**src/rtl/onchip_mem_pkg.sv**
```systemverilog
// Shared types and constants for the on-chip memory stream reader.
package onchip_mem_pkg;

    localparam int MEM_WORDS = 15360;
    localparam int WORD_W    = 16;

    typedef enum logic [1:0] {
        ST_IDLE,
        ST_RUN,
        ST_DRAIN
    } state_t;

    typedef struct packed {
        logic              sop;
        logic              eop;
        logic [WORD_W-1:0] data;
    } fifo_entry_t;

endpackage

```
**src/rtl/mem_rd_fifo.sv**
```systemverilog
// Show-ahead FIFO with occupancy count; the head entry is visible whenever not empty.
module mem_rd_fifo #(
    parameter  int WIDTH = 18,
    parameter  int DEPTH = 4,
    localparam int PTR_W = $clog2(DEPTH),
    localparam int CNT_W = PTR_W + 1
) (
    input  logic             clk,
    input  logic             reset,
    input  logic             push,
    input  logic [WIDTH-1:0] push_data,
    input  logic             pop,
    output logic [WIDTH-1:0] head,
    output logic             empty,
    output logic [CNT_W-1:0] count
);

    logic [WIDTH-1:0] mem [DEPTH];
    logic [PTR_W-1:0] rd_ptr;
    logic [PTR_W-1:0] wr_ptr;
    logic             do_push;
    logic             do_pop;

    assign empty   = (count == '0);
    assign do_pop  = pop && !empty;
    // A pop frees the slot in the same cycle, so a full FIFO still accepts a push alongside a pop.
    assign do_push = push && ((count != CNT_W'(DEPTH)) || do_pop);
    assign head    = mem[rd_ptr];

    // NOTE: the storage array has no reset; pointers and count alone define which entries are valid.
    always_ff @(posedge clk) begin
        if (do_push) begin
            mem[wr_ptr] <= push_data;
        end
    end

    // NOTE: sequential state uses non-blocking assignments so every register samples pre-edge values.
    always_ff @(posedge clk or posedge reset) begin
        if (reset) begin
            rd_ptr <= '0;
            wr_ptr <= '0;
            count  <= '0;
        end else begin
            if (do_push) wr_ptr <= wr_ptr + 1'b1;
            if (do_pop)  rd_ptr <= rd_ptr + 1'b1;
            case ({do_push, do_pop})
                2'b10:   count <= count + 1'b1;
                2'b01:   count <= count - 1'b1;
                default: count <= count;
            endcase
        end
    end

endmodule

```
**src/rtl/onchip_mem_stream_reader.sv**
```systemverilog
// Avalon-MM read master (latency 1, no waitrequest) feeding an Avalon-ST packet stream.
module onchip_mem_stream_reader
    import onchip_mem_pkg::state_t, onchip_mem_pkg::fifo_entry_t,
           onchip_mem_pkg::ST_IDLE, onchip_mem_pkg::ST_RUN, onchip_mem_pkg::ST_DRAIN;
#(
    parameter int ADDR_W     = 14,
    parameter int DATA_W     = 16,
    parameter int MEM_WORDS  = onchip_mem_pkg::MEM_WORDS,
    parameter int FIFO_DEPTH = 4
) (
    input  logic              clk,
    input  logic              reset,
    input  logic              start,
    input  logic [ADDR_W-1:0] base_addr,
    input  logic [ADDR_W-1:0] length,
    output logic              busy,
    output logic              done,
    output logic [ADDR_W-1:0] m_address,
    output logic              m_chipselect,
    output logic              m_write,
    output logic [1:0]        m_byteenable,
    output logic              m_clken,
    input  logic [DATA_W-1:0] m_readdata,
    output logic [DATA_W-1:0] st_data,
    output logic              st_valid,
    input  logic              st_ready,
    output logic              st_sop,
    output logic              st_eop
);

    localparam int CNT_W = $clog2(FIFO_DEPTH) + 1;

    state_t            state_q, state_d;
    logic [ADDR_W-1:0] addr_q;
    logic [ADDR_W-1:0] remaining_q;
    logic              inflight_q;
    logic              first_q;
    logic              ret_sop_q, ret_eop_q;
    logic              zero_done_q;

    logic              accept, zero_req, issue, room;
    logic [CNT_W-1:0]  fifo_count;
    logic [CNT_W:0]    occupancy;
    logic              fifo_empty;
    fifo_entry_t       push_entry, head_entry;

    // Words already buffered plus the one returning this cycle must leave a slot for the next read.
    assign occupancy = {1'b0, fifo_count} + {{CNT_W{1'b0}}, inflight_q};
    assign room      = occupancy < (CNT_W+1)'(FIFO_DEPTH);

    // NOTE: every output of this block gets a default first so no latch is inferred.
    always_comb begin
        state_d  = state_q;
        accept   = 1'b0;
        zero_req = 1'b0;
        issue    = 1'b0;
        done     = zero_done_q;
        case (state_q)
            ST_IDLE: begin
                if (start) begin
                    if (length != '0) begin
                        accept  = 1'b1;
                        state_d = ST_RUN;
                    end else begin
                        zero_req = 1'b1;
                    end
                end
            end
            ST_RUN: begin
                if (room) begin
                    issue = 1'b1;
                    if (remaining_q == ADDR_W'(1)) state_d = ST_DRAIN;
                end
            end
            ST_DRAIN: begin
                if (!inflight_q && fifo_empty) begin
                    state_d = ST_IDLE;
                    done    = 1'b1;
                end
            end
            default: state_d = ST_IDLE;
        endcase
    end

    always_ff @(posedge clk or posedge reset) begin
        if (reset) begin
            state_q     <= ST_IDLE;
            addr_q      <= '0;
            remaining_q <= '0;
            inflight_q  <= 1'b0;
            first_q     <= 1'b0;
            ret_sop_q   <= 1'b0;
            ret_eop_q   <= 1'b0;
            zero_done_q <= 1'b0;
        end else begin
            state_q     <= state_d;
            inflight_q  <= issue;
            zero_done_q <= zero_req;
            if (accept) begin
                addr_q      <= base_addr;
                remaining_q <= length;
                first_q     <= 1'b1;
            end else if (issue) begin
                addr_q      <= (addr_q == ADDR_W'(MEM_WORDS - 1)) ? '0 : addr_q + 1'b1;
                remaining_q <= remaining_q - 1'b1;
                first_q     <= 1'b0;
                ret_sop_q   <= first_q;
                ret_eop_q   <= (remaining_q == ADDR_W'(1));
            end
        end
    end

    assign push_entry = '{sop: ret_sop_q, eop: ret_eop_q, data: m_readdata};

    mem_rd_fifo #(
        .WIDTH ($bits(fifo_entry_t)),
        .DEPTH (FIFO_DEPTH)
    ) u_fifo (
        .clk       (clk),
        .reset     (reset),
        .push      (inflight_q),
        .push_data (push_entry),
        .pop       (st_valid && st_ready),
        .head      (head_entry),
        .empty     (fifo_empty),
        .count     (fifo_count)
    );

    assign busy         = (state_q != ST_IDLE);
    assign m_address    = addr_q;
    assign m_chipselect = issue;
    assign m_write      = 1'b0;
    assign m_byteenable = 2'b11;
    assign m_clken      = 1'b1;

    assign st_valid = !fifo_empty;
    assign st_data  = head_entry.data;
    assign st_sop   = st_valid && head_entry.sop;
    assign st_eop   = st_valid && head_entry.eop;

endmodule

```
**config.mk**
```make
export PLATFORM = sky130hd
export DESIGN_NAME = onchip_mem_stream_reader
export DESIGN_NICKNAME = d
export VERILOG_FILES = /design/src/rtl/onchip_mem_pkg.sv /design/src/rtl/mem_rd_fifo.sv /design/src/rtl/onchip_mem_stream_reader.sv
export SDC_FILE = /design/constraint.sdc
export NUM_CORES = 1
export LEC_CHECK = 0
export ABC_CLOCK_PERIOD_IN_PS = 4900
export CELL_PAD_IN_SITES_DETAIL_PLACEMENT = 0
export CELL_PAD_IN_SITES_GLOBAL_PLACEMENT = 1
export CORE_ASPECT_RATIO = 1.1
export CORE_MARGIN = 4
export CORE_UTILIZATION = 23
export DETAILED_ROUTE_END_ITERATION = 16
export PLACE_DENSITY_LB_ADDON = 0.1
export SYNTH_ARGS = -nofsm -noshare
export SYNTH_HDL_FRONTEND = slang
export SYNTH_SLANG_ARGS = --single-unit
```
**constraint.sdc**
```tcl
create_clock -name clk -period 4.9 [get_ports clk]
set_input_delay 0.98 -clock clk [delete_from_list [all_inputs] [get_ports clk]]
set_output_delay 0.98 -clock clk [all_outputs]
set_load 0.02 [all_outputs]
```
# After elaboration in Yosys (flattened, before gate mapping)
# Memories as Yosys holds them, arrays and structs flattened.
# Cells that the tools add are included.
[op_classes]
reduce_logical = 17
addsub = 7
n_lt_le_gt_ge = 1
bitwise_logic = 1
eq_ne = 12
mux = 26
[ops]
columns = ["cell", "count"]
rows = [
  ["$mux W14", 5],
  ["$add A14 B1 Y14 const B", 1],
  ["$eq A14 B1 Y1 const B", 1],
  ["$eq A14 B14 Y1 const B", 1],
  ["$mux W1", 14],
  ["$reduce_bool A14 Y1", 1],
  ["$sub A14 B1 Y14 const B", 1],
  ["$mux W2", 5],
  ["$ne A2 B2 Y1 const B", 5],
  ["$logic_and A1 B1 Y1", 6],
  ["$pmux W2 S3", 1],
  ["$pmux W3 S2", 1],
  ["$reduce_bool A2 Y1", 3],
  ["$reduce_and A5 Y1", 1],
  ["$add A2 B1 Y2 const B", 2],
  ["$add A3 B1 Y4", 1],
  ["$eq A2 B1 Y1 const B", 2],
  ["$eq A2 B2 Y1 const B", 2],
  ["$lt A4 B3 Y1 const B", 1],
  ["$add A3 B1 Y3 const B", 1],
  ["$logic_not A3 Y1", 1],
  ["$ne A3 B3 Y1 const B", 1],
  ["$sub A3 B1 Y3 const B", 1],
  ["$logic_not A1 Y1", 2],
  ["other kinds (4)", 4],
]
[word_totals]
ram_bits = 72
n_memories = 1
ff_bits = 42
inputBits = 48
[memory_table]
columns = ["memory", "words", "width", "read_ports", "rd_clocked_by_memory_dff", "wr", "line_no", "source"]
rows = [
  ["u_fifo.mem", 4, 18, 1, 0, 1, "mem_rd_fifo.sv:18", "logic [WIDTH-1:0] mem [DEPTH];"],
]

# Depth between registers and ports, before layout
# Gate-level depths: netlist of run 1.
[logic_depth]
ltp_word = 8
ltp_mapped = 9

# Modules after synthesis
# A second synthesis of run 1 with hierarchy kept.
[unflattened]
hier_cells = 400
hier_area_um2 = 5236.3
[modules_own_cells]
columns = ["module", "instances", "area_per_inst_um2", "cells_per_inst", "seq_area_each_um2"]
rows = [
  ["mem_rd_fifo", 1, 3098.0, 148, 2337.2],
  ["onchip_mem_stream_reader", 1, 2138.3, 252, 875.8],
]

# Least setup slack after synthesis of run 1
# Ideal clock, no wire load.
[synth_path]
kind = "input to register"
from = "in st_ready"
to = "reg u_fifo.count[2]"
required_ps = 4820
path_buffers = 0
t_arrival_ps = 2379
stages = 8
setup_time_ps = 80
path_slack_ps = 2441
cell_sequence = "o41a_1 -> inv_1 -> ha_1 -> inv_1 -> fa_1 -> xor2_1 -> nor2_1 -> xnor2_1"
[synth_between]
elab_chain_len = 6
elab_cells_between_ends = 8
classes_between = "2 x eq/ne; 1 x mux; 5 x reduce/logical"
[synth_rtl]
columns = ["element", "line_no", "source"]
rows = [
  ["start, declared", "onchip_mem_stream_reader.sv:26", "input logic st_ready,"],
  ["$logic_and A1 B1 Y1 *", "onchip_mem_stream_reader.sv:123", ".pop (st_valid && st_ready),"],
  ["$logic_and A1 B1 Y1 *", "mem_rd_fifo.sv:25", "assign do_pop = pop && !empty;"],
  ["$logic_or A1 B1 Y1", "mem_rd_fifo.sv:27", "assign do_push = push && ((count != CNT_W'(DEPTH)) || do_pop);"],
  ["$logic_and A1 B1 Y1", "mem_rd_fifo.sv:27", ""],
  ["$eq A2 B1 Y1 or $eq A2 B2 Y1 (tied branches)", "mem_rd_fifo.sv:46", "case ({do_push, do_pop})"],
  ["$pmux W3 S2 or $reduce_bool A2 Y1 (tied branches)", "n/a", ""],
  ["end signal, assigned", "mem_rd_fifo.sv:47", "2'b10: count <= count + 1'b1;"],
  ["end signal, assigned", "mem_rd_fifo.sv:48", "2'b01: count <= count - 1'b1;"],
  ["end signal, assigned", "mem_rd_fifo.sv:49", "default: count <= count;"],
  ["end, declared", "mem_rd_fifo.sv:15", "output logic [CNT_W-1:0] count"],
]
# Every way passes the cells marked *; elsewhere a longest branch is shown, timed or not.
# A chain may end at the register's enable or synchronous reset.

# Worst setup path after layout of run 1
[layout_path]
from = "reg u_fifo.rd_ptr[0]"
to = "out st_data[13]"
[layout_between]
elab_chain_len = 1
[layout_rtl]
columns = ["element", "line_no", "source"]
rows = [
  ["start, declared", "mem_rd_fifo.sv:19", "logic [PTR_W-1:0] rd_ptr;"],
  ["start signal, assigned", "mem_rd_fifo.sv:45", "if (do_pop) rd_ptr <= rd_ptr + 1'b1;"],
  ["$mem_v2 Z4 W18", "n/a", ""],
  ["end, declared", "onchip_mem_stream_reader.sv:24", "output logic [DATA_W-1:0] st_data,"],
]
# No other way between the ends.

==> flow_metrics.tcl, run 1 <==
set metrics [dict create \
    p_clk_frac 0.306 \
    cts_tree "done" \
    synthFlopType "edfxtp_1" \
    finalSetupTns_ps 0 \
    required_ps 3920 \
    cp_cell_sequence "buf_4 -> mux4_2 -> clkdlybuf4s50_1" \
    post-cts-setup-buffers 0 \
    viasPerCell 4.43 \
    reg2reg_depth 5 \
    drt_wl_total_mm 12.9 \
    ant_nets 0 \
    power.leakage_uw 0.00243 \
    setup_viol_count_final 0 \
    nFillCells 2160 \
    rows 56 \
    wl_met1_mm 5.94 \
    worst_path_max_delay_cell "dfrtp_1" \
    period_share 0.737 \
    relSlewSlack 0.292 \
    layout_setup_ws_ps 1290 \
    critical_path_class "flop to primary output" \
    hold_path_depth 1 \
    synth-edff-count 72 \
    die_area_um2 24500 \
    layout-drive-gt1-share 0.138 \
    cp_max_fo 11 \
    slowest_delay_ps 750 \
    dieHeight_um 164 \
    insertion_delay_ps 410 \
    arrival_ps 2630 \
    dp_hpwl_mm 8.44 \
    syn_area_um2 5080 \
    clock_skew_ps 11.4 \
    dr.pass1.iters 4 \
    final_area_um2 6860 \
    wl_met3_um 610 \
    pin_count 88 \
    clk_pin_slew_worst_paths_ps 60 \
    antenna_found_initial 0 \
    utilization 0.319 \
    core-area_um2 21500 \
    stdcell_count 768 \
    io_buffers 83 \
    p_sw_uw 1540 \
    holdCritPathClass "flop to flop" \
    clk_path_buf_depth 2 \
    rr_startpoint "m_address[2]$_DFFE_PP0P_" \
    timing.rr.end "m_address[9]$_DFFE_PP0P_" \
    crit_path_end_kind "primary output" \
    synth.distinct_cells 52 \
    start_util 0.236 \
    grt_pass1_wl_mm 20.4 \
    cts_hold_buf 0 \
    highest-signal-layer "met4" \
    async_flop_share 0.368 \
    placed_area_um2 6200 \
    gr-total-overflow 0 \
    critical_path.startpoint_type "flop" \
    powerDensity_nw_per_um2 653 \
    avgSynthCellArea_um2 13.4 \
    drt_iter0_markers 129 \
    cts_buffers 17 \
    ys_seq_area_frac 0.632 \
    nets 522 \
    min_from "state_q[1]$_DFFE_PP0P_" \
    antennaDiodeCount 0 \
    dp_slack_ps 1500 \
    cts_sinks 114 \
    intPower_uw 2940 \
    r2r_slack_ps 2340 \
    grt_start_max_net_pins 43 \
    dp_cells 736 \
    vias 3401 \
    power_frac_comb 0.345 \
    area_growth_pct 35.0 \
    peakVddDrop_uv 223 \
    grt_util_all_layers 0.110 \
    cts_root_buf "clkbuf_16" \
    place.gp.congestion 0.699 \
    drcViolationCount 0 \
    cts_max_level 4 \
    outcome "finished clean" \
    grt_pass1_vias 3589 \
    ys_seq_elements 114 \
    wl_per_cell_um 16.7 \
    p_sw_frac 0.343 \
    fmax_mhz 277 \
    drv_slew 0 \
    synth_warnings 0 \
    worst_pin_slew_ps 1060 \
    hold_path_end "state_q[0]$_DFFE_PP0P_" \
    dieWidth_um 150 \
    synthesis.instances 379 \
    seqPwrFrac 0.349 \
    cap_violations 0 \
    cts_resized 0 \
    min_period_ps 3610 \
    hold_viol_final 0 \
    wl_met2_mm 6.16 \
    rsz0062_at_grt "no" \
]
==> sequential cells by signal, summed over array words and instances, names as in the netlist <==
| register | flops |
|---|---|
| u_fifo.count | 3 |
| u_fifo.mem | 72 |
| remaining_q | 14 |
| ret_eop_q | 1 |
| u_fifo.wr_ptr | 2 |
| ret_sop_q | 1 |
| u_fifo.rd_ptr | 2 |
| m_address | 14 |
| inflight_q | 1 |
| state_q | 2 |
| first_q | 1 |
| zero_done_q | 1 |
==> synthesized netlist by cell type (2+ instances only) <==
library cell,instances,area share
nand4_1,7,0.0086
a31oi_1,12,0.015
mux4_2,18,0.080
a221o_1,2,0.0039
and2_1,8,0.0098
xor2_1,4,0.0069
o311ai_1,3,0.0052
buf_4,4,0.0059
buf_2,5,0.0049
nor3_1,6,0.0059
edfxtp_1,72,0.43
o311ai_0,3,0.0052
o21ai_0,20,0.020
nand2_1,34,0.025
nor2_1,25,0.018
inv_1,15,0.011
o211ai_1,6,0.0089
clkbuf_1,11,0.0081
or3_1,4,0.0049
conb_1,2,0.0015
or2_2,3,0.0037
a21oi_1,9,0.0089
nor4_1,7,0.0086
xnor2_1,6,0.010
nand4b_1,2,0.0034
nand3_1,10,0.0098
o21ai_1,2,0.0020
nand3b_1,3,0.0044
ha_1,8,0.020
dfrtp_1,42,0.21
nand2b_1,4,0.0049
nor2b_1,2,0.0025
==> power groups by stage <==
stage          sequential (uW)  combinational (uW)  clock, uW
6_report                  1560                1540       1370
5_1_grt                   1610                1700       1460
4_1_cts                   1570                1580       1410
3_5_place_dp              1590                1580          0
3_3_place_gp              1590                1570          0
2_1_floorplan             1520                 978          0
==> stage by stage <==
step           hold WS (ps)  total power (uW)
4_1_cts                 464              4570
5_1_grt                 488              4770
3_5_place_dp            448              3160
2_1_floorplan           419              2500
3_3_place_gp            464              3160
6_report                468              4480
==> critical path, delay by kind of cell, from the launching register on <==
family / cells / cell delay (ps)
buffers and inverters: 2 / 930
DFF: 1 / 750
muxes: 1 / 550
==> final cells by class <==
cell class / count / area (um^2) / area share
multi-input cells: 230 / 1720 / 0.250
well taps: 290 / 363 / 0.0529
clock buffers: 18 / 429 / 0.0626
clock inverters: 14 / 226 / 0.0330
flip-flops and latches: 114 / 3210 / 0.468
repair buffers: 86 / 853 / 0.124
inverters: 16 / 60.1 / 0.00875
==> cell families after synthesis <==
| family | share of synthesized area |
|---|---|
| simple gates | 0.131 |
| flops | 0.632 |
| compound gates | 0.0793 |
| buf+inv | 0.0330 |
| mux | 0.0817 |
| xor+xnor | 0.0172 |
| fa+ha+maj | 0.0236 |
| other cells | 0.00148 |
==> placed cells by master (no fill, tap or decap), types with 5 or more instances in the layout <==
master / n
clkdlybuf4s50_1: 83
nand4_1: 7
and2_1: 8
nand3_1: 10
xnor2_1: 6
clkbuf_16: 17
dfrtp_1: 42
nor2_1: 25
mux4_2: 18
inv_1: 14
edfxtp_1: 72
nor4_1: 6
nand2_1: 34
o211ai_1: 6
ha_1: 8
o21ai_0: 20
nor3_1: 6
a21oi_1: 9
bufinv_16: 5
a31oi_1: 12
==> worst max path at each step <==
stage                                             from                           to  slack, ps  cells after the start
after floorplan                               st_ready  u_fifo.count[2]$_DFFE_PP0P_       2440                      8
after global placement                       length[1]   remaining_q[5]$_DFFE_PP0P_       1450                      6
after detailed placement                     length[1]   remaining_q[5]$_DFFE_PP0P_       1500                      6
after CTS                 u_fifo.rd_ptr[0]$_DFFE_PP0P_                  st_data[12]       1200                      3
after global routing      u_fifo.rd_ptr[0]$_DFFE_PP0P_                  st_data[10]       1100                      3
final                     u_fifo.rd_ptr[0]$_DFFE_PP0P_                  st_data[13]       1290                      3
==> metal layers <==
metal,vias up,global-route usage
met1,1701,0.141
met5,-,0
met2,87,0.178
met3,12,0.0350
met4,0,0.0337
li1,1601,-
No activity file was read; power rests on OpenSTA's default activity.
==> run 2, diff against run 1 <==
Settings changed: ABC_CLOCK_PERIOD_IN_PS 4900 to 3300.
Clock period 4.9 ns to 3.3 ns, I/O delays scaled along.
==> run 2 against run 1 <==
  * Final cell count increased by 1.6%
  * Global-route usage decreased by 0.083 points
  * Clock skew hardly changed
  * Non-clock buffer count grew 12
  * Sequential share of layout area shrank 0.40 points
  * Critical endpoint is now st_sop
  * Combinational power rose by 57%
  * First-iteration DRC count up 29%
==> flow_metrics.tcl, run 2 (synthesis gave the netlist of run 1 again) <==
set metrics [dict create \
    outcome "finished clean" \
    critical_path.startpoint_type "flop" \
    grt_pass1_vias 3633 \
    holdCritPathClass "flop to flop" \
    gr-total-overflow 0 \
    cts_root_buf "clkbuf_16" \
    drt_iter0_markers 166 \
    area.sequential_um2 3210 \
    worstSetupEndpoint "st_sop" \
    required_ps 2640 \
    power.leakage_uw 0.00248 \
    layout_common_cells "83 x clkdlybuf4s50_1, 72 x edfxtp_1, 42 x dfrtp_1, 34 x nand2_1, 25 x nor2_1" \
    drv_slew 0 \
    antennaDiodeCount 0 \
    cts_buffers 17 \
    period_share 0.929 \
    dieHeight_um 164 \
    cts_max_level 4 \
    insertion_delay_ps 410 \
    rsz0062_at_grt "no" \
    place.gp.congestion 0.745 \
    grt_pass1_wl_mm 20.2 \
    critical_path_class "flop to primary output" \
    timing.rr.end "m_address[9]$_DFFE_PP0P_" \
    nets 534 \
    peakVddDrop_uv 329 \
    dr.pass1.iters 4 \
    setup_viol_count_final 0 \
    cts_sinks 114 \
    min_period_ps 3070 \
    cts_hold_buf 0 \
    dp_cells 748 \
    placed_area_um2 6300 \
    clock_skew_ps 11.4 \
    cp_max_fo 8 \
    layout_commonest_cell "clkdlybuf4s50_1" \
    nFillCells 2187 \
    start_util 0.236 \
    clk_pin_slew_worst_paths_ps 50 \
    core-area_um2 21500 \
    min_from "state_q[1]$_DFFE_PP0P_" \
    cts_resized 0 \
    dp_hpwl_mm 8.79 \
    worstSetupStartpoint "u_fifo.rd_ptr[0]$_DFFE_PP0P_" \
    largest_reg_flops 72 \
    crit_path_end_kind "primary output" \
    wl_per_cell_um 16.6 \
    fmax_mhz 326 \
    finalSetupTns_ps 0 \
    rows 56 \
    reg2reg_depth 6 \
    die_area_um2 24500 \
    clk_path_buf_depth 2 \
    post-cts-setup-buffers 0 \
    multiInputGateArea_um2 1710 \
    hold_viol_final 0 \
    pin_count 88 \
    relSlewSlack 0.562 \
    area_growth_pct 36.1 \
    r2r_slack_ps 930 \
    cts_tree "done" \
    layout-drive-gt1-share 0.159 \
    io_buffers 83 \
    powerDensity_nw_per_um2 955 \
    dieWidth_um 150 \
    antenna_found_initial 0 \
    grt_util_all_layers 0.109 \
    timing.hold.ws_ps 467 \
    ant_nets 0 \
    final_area_um2 6920 \
    grt_start_max_net_pins 43 \
    rr_startpoint "m_address[3]$_DFFE_PP0P_" \
    top_register "u_fifo.mem" \
    worst_pin_slew_ps 651 \
    viasPerCell 4.37 \
    stdcell_count 780 \
    arrival_ps 2410 \
    cap_violations 0 \
    vias 3407 \
    drt_wl_total_mm 12.9 \
    drcViolationCount 0 \
]
run 2: changes by cell type in the layout (fill, tap and decap cells not counted), sizes merged:
cell and delta:
clkbuf -1, bufinv -2, inv +3, buf +12
run 2: area by class of cell:
cell class,instances,area share
clock buffer,17,0.0615
multi-input combinational,230,0.247
sequential,114,0.464
timing repair buffer,98,0.138
clock inverter,15,0.0278
inverter,16,0.00868
tap,290,0.0524
run 2: power breakdown:
group,internal [uW],switching (uW)
Sequential,1950,325
Clock,1210,702
Combinational,1120,1300
Total,4280,2330
run 2: critical path: stages, from the launching register on:
cell	delay, ps
dfrtp_1	660
mux4_2	590
and2_1	200
clkdlybuf4s50_1	540
run 2: metrics by stage:
step	utilization	setup WS, ps	power (uW)
after floorplan	-	1160	3710
after detailed placement	0.293	437	4780
after CTS	0.322	166	6740
after global routing	0.322	92.1	7010
final	0.322	233	6610
after global placement	0.293	429	4780
run 2: layer usage:
layer / wire, um / share of wire / GRT usage
met1: 5930 / 0.46 / 0.138
met2: 6240 / 0.48 / 0.178
met3: 561 / 0.043 / 0.0279
met4: 216 / 0.017 / 0.0458
met5: 0 / 0 / 0
run 2: worst min-delay path by stage:
stage	end	slack (ps)	depth (start not counted)
2_1_floorplan	state_q[0]$_DFFE_PP0P_	420	1
4_1_cts	state_q[0]$_DFFE_PP0P_	470	1
3_3_place_gp	ret_sop_q$_DFFE_PP0P_	450	2
3_5_place_dp	ret_sop_q$_DFFE_PP0P_	460	2
5_1_grt	state_q[0]$_DFFE_PP0P_	490	1
6_report	state_q[0]$_DFFE_PP0P_	470	1
==> run 3, diff against run 2 <==
Settings changed: ABC_AREA set to 1, CORE_UTILIZATION 23 to 37.
==> run 3 against run 2 <==
  * Die area fell by 30%
  * Critical path type unchanged
  * First-iteration DRC count is 25% higher
  * Clock-buffer cell count increased by 1
  * Via count is 26% higher
  * Register-to-register slack gained 240 ps
  * Non-clock buffer count is 5 lower
  * Worst setup slack better by 91 ps
  * Wire length up 0.31%
  * Sequential power decreased by 2%
  * Critical endpoint is now done
==> flow_metrics.tcl, run 3 <==
set metrics [dict create \
    outcome "finished clean" \
    synthXorXnorAreaFrac 0.0204 \
    die_area_um2 17100 \
    timing.hold.ws_ps 510 \
    synthFlopType "edfxtp_1" \
    setup_viol_count_final 0 \
    rr_startpoint "u_fifo.count[0]$_DFFE_PP0P_" \
    pin_count 88 \
    holdCritPathClass "flop to flop" \
    avgSynthCellArea_um2 9.38 \
    drcViolationCount 0 \
    cp_max_fo 4 \
    yosys.area.top_type "edfxtp_1" \
    ys_seq_elements 114 \
    antennaDiodeCount 0 \
    clock_skew_ps 7.83 \
    cts_max_level 4 \
    antenna_found_initial 0 \
    final_area_um2 7240 \
    synthesis.instances 594 \
    cts_resized 0 \
    place.gp.congestion 0.781 \
    hold_viol_final 0 \
    critical_path_class "flop to primary output" \
    layout_common_cells "118 x nand2_1, 94 x nor2_1, 83 x clkdlybuf4s50_1, 72 x edfxtp_1, 63 x nand3_1" \
    placed_area_um2 6580 \
    power_uw 6960 \
    async_flop_share 0.368 \
    synth.distinct_cells 32 \
    dp_slack_ps 660 \
    min_from "ret_sop_q$_DFFE_PP0P_" \
    min_period_ps 2980 \
    ant_nets 0 \
    hold_path_depth 0 \
    reg2reg_depth 9 \
    synth_compound_area_frac 0.0705 \
    layout_setup_ws_ps 324 \
    cap_violations 0 \
    netlist_top_cells_area "edfxtp_1 39%, dfrtp_1 19%, nand2_1 8.0%, nor2_1 6.3%, nand3_1 5.7%" \
    insertion_delay_ps 410 \
    crit_path_end_kind "primary output" \
    cts_root_buf "clkbuf_16" \
    powerDensity_nw_per_um2 961 \
    relSlewSlack 0.560 \
    rows 46 \
    synth_mux_area_frac 0 \
    finalSetupTns_ps 0 \
    dieHeight_um 137 \
    viasPerCell 4.81 \
    wl_per_cell_um 14.6 \
    worst_pin_slew_ps 658 \
    grt_pass1_vias 4174 \
    synth_common_cells "118 x nand2_1, 94 x nor2_1, 72 x edfxtp_1, 63 x nand3_1, 53 x inv_1" \
    dp_hpwl_mm 8.73 \
    ys_seq_area_frac 0.577 \
    synth_top_family_by_area "simple AND/OR/NAND/NOR gates" \
    cts_sinks 114 \
    grt_pass1_wl_mm 21.0 \
    synth.most_common_cell "nand2_1" \
    required_ps 2640 \
    hold_path_end "u_fifo.mem[3][17]$_DFFE_PP_" \
    clk_pin_slew_worst_paths_ps 50 \
    clk_path_buf_depth 2 \
    synthAdderAreaFrac 0.0216 \
    layout-drive-gt1-share 0.0903 \
    dieWidth_um 125 \
    power.leakage_uw 0.00295 \
    largest_reg_flops 72 \
    gr-total-overflow 0 \
    arrival_ps 2320 \
    peakVddDrop_uv 311 \
    nets 742 \
    grt_util_all_layers 0.156 \
    netlist.area_leader.share 0.388 \
    drt_iter0_markers 207 \
    layout_commonest_cell "nand2_1" \
    period_share 0.902 \
    nFillCells 1391 \
    drt_wl_total_mm 13.0 \
    io_buffers 83 \
    critical_path.startpoint_type "flop" \
    start_util 0.381 \
    post-cts-setup-buffers 0 \
    fmax_mhz 336 \
    worstSetupStartpoint "u_fifo.count[0]$_DFFE_PP0P_" \
    cts_buffers 17 \
    rsz0062_at_grt "no" \
    timing.rr.end "u_fifo.count[2]$_DFFE_PP0P_" \
    syn_area_um2 5570 \
    synth-edff-count 72 \
    top_register "u_fifo.mem" \
    synth_warnings 0 \
    drv_slew 0 \
    dr.pass1.iters 4 \
    cts_tree "done" \
    cts_hold_buf 0 \
    grt_start_max_net_pins 43 \
    vias 4282 \
    r2r_slack_ps 1170 \
    synth-simple-area-share 0.243 \
    area_growth_pct 30.0 \
    core-area_um2 14600 \
]
run 3: changes by cell type in the layout (fill, tap and decap cells not counted), sizes merged, moves of 16 or more:
cell,delta
inv,+38
nand2,+90
o21ai,+20
nor2,+78
mux4,-18
o22ai,+16
nand3,+52
run 3: per-stage QoR:
step | instances | utilization
floorplan | 596 | -
global placement | 858 | 0.450
detailed placement | 858 | 0.450
CTS | 890 | 0.495
global route | 890 | 0.495
finish | 890 | 0.495
run 3: where the power goes:
part	internal (uW)	switching, uW
Combinational	1050	1630
Clock	1410	640
Sequential	1960	264
Total	4420	2540
run 3: final cells by class:
cell class,instances,area (um^2),area share
Clock buffer,18,429,0.0593
Inverter,59,221,0.0306
Tap cell,192,240,0.0332
Timing Repair Buffer,93,906,0.125
Multi-Input combinational cell,400,2000,0.276
Clock inverter,14,234,0.0323
Sequential cell,114,3210,0.444
run 3: critical path, stage by stage, from the launching register on:
cell and delay (ps):
dfrtp_1 410, nor2_1 150, nand2_1 150, or2_2 320, o21bai_1 210, clkdlybuf4s50_1 660
run 3: logic make-up (layout without fill, tap and decap cells):
group                      after synthesis  count (layout)
DFF                                    114             114
adders and majority gates                9               9
xor gates and xnor gates                13              13
buffers and inverters                   82             184
AOI/OAI and AO/OA                       69              69
and+or+nand+nor                        305             305
other                                    2               4
run 3: metal layers:
layer	track usage	vias to the layer above	wire [um]
met1	0.188	2002	5640
li1	-	2150	-
met4	0.0633	0	173
met3	0.0359	15	553
met2	0.273	115	6620
met5	0	-	0
run 3: worst max-delay path by stage:
stage	endpoint	slack (ps)	depth (start not counted)
floorplan	done	1260	4
global placement	u_fifo.count[2]$_DFFE_PP0P_	680	8
detailed placement	u_fifo.count[2]$_DFFE_PP0P_	660	8
CTS	done	280	5
global route	done	140	5
finish	done	320	5
